File: src/rtl/dmem_arb_pkg.sv
// Shared types and constants for the two-requester data-memory arbiter.
// Memop encodings match the dmem load/store unit and pass through the arbiter untouched.
package dmem_arb_pkg;

    typedef logic req_idx_t;

    localparam req_idx_t REQ_CPU = 1'b0;
    localparam req_idx_t REQ_EXT = 1'b1;

    localparam logic [2:0] MOP_B  = 3'b000;
    localparam logic [2:0] MOP_H  = 3'b001;
    localparam logic [2:0] MOP_W  = 3'b010;
    localparam logic [2:0] MOP_BU = 3'b100;
    localparam logic [2:0] MOP_HU = 3'b101;

    function automatic req_idx_t grant_index(input logic gnt1);
        return gnt1 ? REQ_EXT : REQ_CPU;
    endfunction

endpackage

File: src/rtl/rr_arb2.sv
// Two-input round-robin grant: combinational grant from the requests plus the
// last_grant register, which resets to REQ_EXT so the CPU wins the first tie.
module rr_arb2
    import dmem_arb_pkg::*;
(
    input  logic clock,
    input  logic reset,
    input  logic req0,
    input  logic req1,
    output logic gnt0,
    output logic gnt1
);

    req_idx_t last_grant_r;

    // On a tie the requester that did not win last time is served
    always_comb begin
        gnt0 = 1'b0;
        gnt1 = 1'b0;
        if (req0 && req1) begin
            if (last_grant_r == REQ_EXT) begin
                gnt0 = 1'b1;
            end else begin
                gnt1 = 1'b1;
            end
        end else if (req0) begin
            gnt0 = 1'b1;
        end else if (req1) begin
            gnt1 = 1'b1;
        end else begin
            gnt0 = 1'b0;
            gnt1 = 1'b0;
        end
    end

    // Remember who was served last
    always_ff @(posedge clock or negedge reset) begin
        if (!reset) begin
            last_grant_r <= REQ_EXT;
        end else if (gnt0) begin
            last_grant_r <= REQ_CPU;
        end else if (gnt1) begin
            last_grant_r <= REQ_EXT;
        end else begin
            last_grant_r <= last_grant_r;
        end
    end

endmodule

File: src/rtl/dmem_arbiter.sv
// Shares the single dmem port between the CPU (requester 0) and an external master
// (requester 1). Optional perf counters are built when DMEM_ARB_PERF_EN is defined.
module dmem_arbiter
    import dmem_arb_pkg::*;
#(
    parameter int AW  = 32,
    parameter int DW  = 32,
    parameter int OPW = 3
) (
    input  logic            clock,
    input  logic            reset,
    input  logic            r0_req,
    input  logic            r0_we,
    input  logic [AW-1:0]   r0_addr,
    input  logic [DW-1:0]   r0_wdata,
    input  logic [OPW-1:0]  r0_op,
    output logic            r0_gnt,
    output logic            r0_rvalid,
    output logic [DW-1:0]   r0_rdata,
    input  logic            r1_req,
    input  logic            r1_we,
    input  logic [AW-1:0]   r1_addr,
    input  logic [DW-1:0]   r1_wdata,
    input  logic [OPW-1:0]  r1_op,
    output logic            r1_gnt,
    output logic            r1_rvalid,
    output logic [DW-1:0]   r1_rdata,
    output logic [AW-1:0]   mem_addr,
    output logic [DW-1:0]   mem_wdata,
    output logic [OPW-1:0]  mem_op,
    output logic            mem_we,
    output logic            mem_re,
    input  logic [DW-1:0]   mem_rdata
`ifdef DMEM_ARB_PERF_EN
    ,
    output logic [31:0]     perf_conflict,
    output logic [31:0]     perf_wait1
`endif
);

    logic           gnt0_s;
    logic           gnt1_s;
    logic [AW-1:0]  addr_r;
    logic [DW-1:0]  wdata_r;
    logic [OPW-1:0] op_r;
    logic           pend_vld_r;
    req_idx_t       pend_idx_r;

    rr_arb2 u_arb (
        .clock (clock),
        .reset (reset),
        .req0  (r0_req),
        .req1  (r1_req),
        .gnt0  (gnt0_s),
        .gnt1  (gnt1_s)
    );

    assign r0_gnt = gnt0_s;
    assign r1_gnt = gnt1_s;

    // Steer the granted requester onto dmem; idle cycles replay the held fields
    always_comb begin
        mem_addr  = addr_r;
        mem_wdata = wdata_r;
        mem_op    = op_r;
        mem_we    = 1'b0;
        mem_re    = 1'b0;
        if (gnt0_s) begin
            mem_addr  = r0_addr;
            mem_wdata = r0_wdata;
            mem_op    = r0_op;
            if (r0_we) begin
                mem_we = 1'b1;
            end else begin
                mem_re = 1'b1;
            end
        end else if (gnt1_s) begin
            mem_addr  = r1_addr;
            mem_wdata = r1_wdata;
            mem_op    = r1_op;
            if (r1_we) begin
                mem_we = 1'b1;
            end else begin
                mem_re = 1'b1;
            end
        end else begin
            mem_we = 1'b0;
            mem_re = 1'b0;
        end
    end

    // Hold the last issued address/data/op so the bus does not toggle when idle
    always_ff @(posedge clock or negedge reset) begin
        if (!reset) begin
            addr_r  <= '0;
            wdata_r <= '0;
            op_r    <= '0;
        end else begin
            addr_r  <= mem_addr;
            wdata_r <= mem_wdata;
            op_r    <= mem_op;
        end
    end

    // Read owner tag: memory answers one cycle after mem_re
    always_ff @(posedge clock or negedge reset) begin
        if (!reset) begin
            pend_vld_r <= 1'b0;
            pend_idx_r <= REQ_CPU;
        end else if (mem_re) begin
            pend_vld_r <= 1'b1;
            pend_idx_r <= grant_index(gnt1_s);
        end else begin
            pend_vld_r <= 1'b0;
            pend_idx_r <= pend_idx_r;
        end
    end

    assign r0_rvalid = pend_vld_r && (pend_idx_r == REQ_CPU);
    assign r1_rvalid = pend_vld_r && (pend_idx_r == REQ_EXT);
    assign r0_rdata  = r0_rvalid ? mem_rdata : '0;
    assign r1_rdata  = r1_rvalid ? mem_rdata : '0;

`ifdef DMEM_ARB_PERF_EN
    logic [31:0] conflict_cnt_r;
    logic [31:0] wait1_cnt_r;

    // Saturating contention and requester-1 stall counters
    always_ff @(posedge clock or negedge reset) begin
        if (!reset) begin
            conflict_cnt_r <= 32'd0;
            wait1_cnt_r    <= 32'd0;
        end else begin
            if (r0_req && r1_req && !(&conflict_cnt_r)) begin
                conflict_cnt_r <= conflict_cnt_r + 32'd1;
            end else begin
                conflict_cnt_r <= conflict_cnt_r;
            end
            if (r1_req && !gnt1_s && !(&wait1_cnt_r)) begin
                wait1_cnt_r <= wait1_cnt_r + 32'd1;
            end else begin
                wait1_cnt_r <= wait1_cnt_r;
            end
        end
    end

    assign perf_conflict = conflict_cnt_r;
    assign perf_wait1    = wait1_cnt_r;
`endif

endmodule

File: config.mk
export PLATFORM = sky130hd
export DESIGN_NAME = dmem_arbiter
export DESIGN_NICKNAME = d
export VERILOG_FILES = /design/src/rtl/dmem_arb_pkg.sv /design/src/rtl/rr_arb2.sv /design/src/rtl/dmem_arbiter.sv
export SDC_FILE = /design/constraint.sdc
export NUM_CORES = 1
export LEC_CHECK = 0
export ABC_AREA = 1
export CAP_MARGIN = 0
export CORE_AREA = 2 2 120 122
export DETAILED_ROUTE_END_ITERATION = 16
export DIE_AREA = 0 0 122 124
export PLACE_DENSITY = 0.71
export SETUP_SLACK_MARGIN = 0.05
export SKIP_CTS_REPAIR_TIMING = 1
export SYNTH_ARGS = -nofsm -noshare
export SYNTH_HDL_FRONTEND = slang
export SYNTH_SLANG_ARGS = --single-unit
export TNS_END_PERCENT = 1
File: constraint.sdc
create_clock -name clock -period 1.8 [get_ports clock]
set_clock_uncertainty 0.1 [all_clocks]
set_input_delay 0.36 -clock clock [delete_from_list [all_inputs] [get_ports clock]]
set_output_delay 0.36 -clock clock [all_outputs]
set_load 0.01 [all_outputs]
Word-level counts from Yosys, hierarchy flattened
Cells that the tools add are included.
W data, S select, Z words.
{"block": "word_totals", "n_memories": 0, "latch_bits": 0, "ram_bits": 0, "elab_cells": 38, "rom_bits": 0, "reg_bits": 70, "input_bits": 172, "out_inout_bits": 137}
{"block": "classes", "n_div": 0, "shift": 0, "mux": 27, "eq_ne": 0, "magnitude_cmp": 0, "mul": 0, "n_bitwise": 1, "add_sub_neg": 0, "reduce_logical": 4}
{"cell": "$mux W32", "count": 6}
{"cell": "$mux W1", "count": 19}
{"cell": "$mux W3", "count": 2}
{"cell": "$logic_and A1 B1 Y1", "count": 3}
{"cell": "$reduce_bool A2 Y1", "count": 1}
{"cell": "$not A1 Y1", "count": 1}

Logic depth before layout (Yosys ltp)
{"block": "logic_depth", "ltp_word": 6, "depth_mapped": 8, "mapped_depth_nobuf": 6}

Hierarchy
Synthesis repeated with hierarchy kept, for this count alone.
{"block": "unflattened", "hier_cells": 498, "hier_area_um2": 3729.8}
{"mod": "dmem_arbiter", "n_inst": 1, "seq_area_each_um2": 1726.7, "cells_per_inst": 487, "area_per_inst_um2": 3664.8}
{"mod": "rr_arb2", "n_inst": 1, "seq_area_each_um2": 26.3, "cells_per_inst": 11, "area_per_inst_um2": 65.1}

Worst setup path before layout
No wires, ideal clock.
{"block": "synth_timing", "kind": "flip-flop to output port", "start": "register u_arb.last_grant_r", "end": "output mem_we", "path_buffers": 2, "setup_slack_ns": 0.129, "arrival_time_ns": 1.211, "stages_incl_launch_ff": 7, "path_cell_list": "dfstp_2 inv_1 nand2_2 nand2_2 buf_4 buf_4 o22ai_1"}
{"block": "synth_via", "elab_chain_len": 4, "elab_cells_between_ends": 6, "cone_classes": "mux (6)"}
{"element": "from (decl)", "line": "rr_arb2.sv:14", "text": "req_idx_t last_grant_r;"}
{"element": "from (signal assigned)", "line": "rr_arb2.sv:45", "text": "last_grant_r <= last_grant_r;"}
{"element": "$mux W1", "line": "rr_arb2.sv:21", "text": "if (last_grant_r == REQ_EXT) begin"}
{"element": "$mux W1", "line": "rr_arb2.sv:20", "text": "if (req0 && req1) begin"}
{"element": "$mux W1", "line": "dmem_arbiter.sv:77", "text": "end else if (gnt1_s) begin"}
{"element": "$mux W1 *", "line": "dmem_arbiter.sv:68", "text": "if (gnt0_s) begin"}
{"element": "to (decl)", "line": "dmem_arbiter.sv:31", "text": "output logic mem_we,"}
Mark *: on every way between the ends. The rest lies on a longest branch, timed or not.

Final worst setup path
{"block": "layout_timing", "start": "register u_arb.last_grant_r", "end": "output mem_op[2]"}
{"block": "layout_via", "elab_chain_len": 4, "elab_cells_between_ends": 6, "cone_classes": "mux (6)"}
{"element": "$mux W1", "line": "rr_arb2.sv:21"}
{"element": "$mux W1", "line": "rr_arb2.sv:20"}
{"element": "$mux W3", "line": "dmem_arbiter.sv:77"}
{"element": "$mux W3 *", "line": "dmem_arbiter.sv:68"}
{"element": "to (decl)", "line": "dmem_arbiter.sv:30", "text": "output logic [OPW-1:0] mem_op,"}
Marks and branches as above.

==> results <==
-- worst min-delay path by stage --
stage / start / end / slack (ns) / cells past startpoint
after global routing: r0_req / u_arb.last_grant_r / 0.33 / 2
final: r0_req / u_arb.last_grant_r / 0.29 / 2
after detailed placement: reset / wdata_r[24] / 0.31 / 2
after CTS: reset / addr_r[13] / -0.05 / 2
after floorplan: reset / addr_r[0] / -0.04 / 0
after global placement: reset / addr_r[13] / 0.31 / 2
-- registers in the layout, indices dropped and copies added (netlist names) --
signal and flops:
pend_idx_r 1, wdata_r 32, pend_vld_r 1, addr_r 32
op_r 3, u_arb.last_grant_r 1
-- metrics by stage --
stage	std cells	hold WS, ns	total power, mW	setup TNS, ns
2_1_floorplan	692	-0.0356	2.79	0
3_3_place_gp	1171	0.309	4.11	-59.80
3_5_place_dp	1171	0.311	4.13	-61.77
4_1_cts	1186	-0.0525	5.83	-72.96
5_1_grt	1201	0.329	6.04	-26.74
6_report	1202	0.293	5.66	-20.36
-- cell usage after synthesis --
cell type / count
nand2_2: 3
nor2_1: 64
buf_2: 15
dfrtp_1: 69
inv_2: 1
buf_4: 6
nand3_1: 69
o21ai_0: 1
dfstp_2: 1
o22ai_1: 1
clkbuf_1: 11
inv_1: 174
buf_6: 3
nand2_1: 274
-- routing by layer --
| metal | wire length, um | share of wire |
|---|---|---|
| met1 | 6510 | 0.38 |
| met2 | 8260 | 0.48 |
| met3 | 1930 | 0.11 |
| met4 | 367 | 0.022 |
| met5 | 0 | 0 |
-- layout make-up --
cell class,instances,area share
tap,180,0.0290
sequential,70,0.226
inverter,175,0.0863
multi-input combinational,412,0.222
timing repair buffer,349,0.401
clock buffer,11,0.0326
antenna,1,0.000323
clock inverter,4,0.00290
-- where the power goes --
group          total (mW)  internal, mW  switching [mW]
clock network        1.66         0.992           0.669
logic                2.13          1.05            1.08
registers            1.87          1.80          0.0623
total                5.66          3.85            1.81
-- logic make-up (layout without fill, tap and decap cells) --
family | Yosys count | count (layout) | synth area share
other | 0 | 1 | 0
AO/OA/AOI/OAI | 2 | 2 | 0.00265
AND/OR/NAND/NOR | 410 | 410 | 0.384
buffers and inverters | 210 | 539 | 0.201
flip-flops | 70 | 70 | 0.413
==> impl_metrics.csv <==
group,metric,value,unit
sta,drv_slew,0,
synth,synth_top_area_frac,0.406,
synth,ys_seq_area_frac,0.413,
worst_setup_path,critPathMaxStageDelay,0.54,ns
worst_setup_path,cp.depth,8,
sta,grt_setup_unrepaired,"yes",
routing,dr.pass1.iters,4,
global_route,grt_pass1_wl,23600,um
worst_setup_path,cpLargestDelayFamily,"flip-flops",
routing,antenna_left,0,
worst_setup_path,criticalPathCategory,"reg -> out",
outcome,status,"complete, but fails checks",
global_route,antenna_found_initial,2,
synth,synth_area,4250,um^2
synth,yosys.area.top_type,"dfrtp_1",
finish,final_common_cell,"nand2_1",
finish,drive_gt1_frac,0.204,
global_route,grt_pass1_vias,4646,
pwr,p_leak,4.79,nW
clock_network,htree_levels,3,
clock_network,cts_tree,"yes",
routing,totalWireLength,17100,um
job,maxCapViolCount,0,
clock_network,cts_root_buf,"clkbuf_16",
sta,tightest_slew,0.437,ns
sta,relSlewSlack,0.709,
pwr,power_density,730,nW/um^2
routing,drc,0,
worst_setup_path,path_common_cell,"nand2_4",
floorplanning,die_w,122,um
global_route,grt_use_met3,0.0792,
global_route,grt_use_total,0.204,
worst_setup_path,cp_slowest_cell,"dfstp_2",
finish,final_net_count,1189,
clock_network,cts-buffers-inserted,9,
clock_network,clock_sinks,70,
worst_setup_path,path_cells,"inv_2, nand2_4, nand2_4, buf_8, clkbuf_16, nand3_1, nand2_1, buf_2",
sta,finalSetupViolations,71,
finish,area_delta_synth_final,82.5,%
place,place_area,7650,um^2
floorplanning,ios,309,
floorplanning,rows,43,
finish,final_cell_mix,"nand2_1, inv_1, clkdlybuf4s50_1",
sta,period_needed,2.14,ns
routing,viasPerCell,4.20,
worst_setup_path,worstRegToRegCells,9,
synth,synth_warnings,0,
routing,num_vias,5050,
finish,fin_area,7750,um^2
worst_setup_path,reg2reg_from,"u_arb.last_grant_r",
worst_setup_path,r2r-end,"op_r[2]",
floorplanning,die_h,124,um
global_route,grt-busiest-layer,"met2",
global_route,use_met2,0.360,
synth,synth_nets,864,
worst_setup_path,arrival,1.68,ns
finish,regArea,1750,um^2
global_route,grt_max_degree,71,
global_route,grt.overflow.total,0,
synth,avgSynthCellArea,6.14,um^2
sta,setup_ws,-0.343,ns
synth,post_synth_num_cell_types,14,
worst_setup_path,crit_buf_inv,4,
sta,fin_crit_sh,1.19,
worst_setup_path,endpoint_kind,"output port",
outcome,violations,"setup timing",
clock_network,clk_latency,0.32,ns
place,hpwl,11800,um
hold_path,hp-class,"in -> reg",
finish,multi_input_area,1720,um^2
synth,ys_ff_latch,70,
worst_setup_path,crit_path_start_kind,"flip-flop",
global_route,use_met1,0.222,
place,place.gp.congestion,0.774,
synth,synth_area_leaders,"dfrtp_1, nand2_1, inv_1",
place,dpl_worst_slack,-0.738,ns
floorplanning,die_area,15100,um^2
worst_setup_path,rrSetupSlack,0.14,ns
floorplanning,initial_core_util,0.310,
clock_network,clk_pin_slew_worst_paths,0.05,ns
routing,drtIter0Drc,159,
pwr,irDropWorstVdd,435,uV
sta,hold_violations,0,
worst_setup_path,critPathMaxFanout,6,
routing,wl_per_cell,14.2,um
place,io_buffers,308,
clock_network,clock_path_buffers,2,
worst_setup_path,required,1.34,ns
finish,post-route-util,0.565,
worst_setup_path,startpoint,"u_arb.last_grant_r",
synth,syn-instance-count,692,
worst_setup_path,cp-endpoint,"mem_op[2]",
sta,max_clock_freq,0.467,GHz
finish,fill_cells,1405,
floorplanning,core_area,13700,um^2
Note: power is estimated with default switching activity, not from simulation.
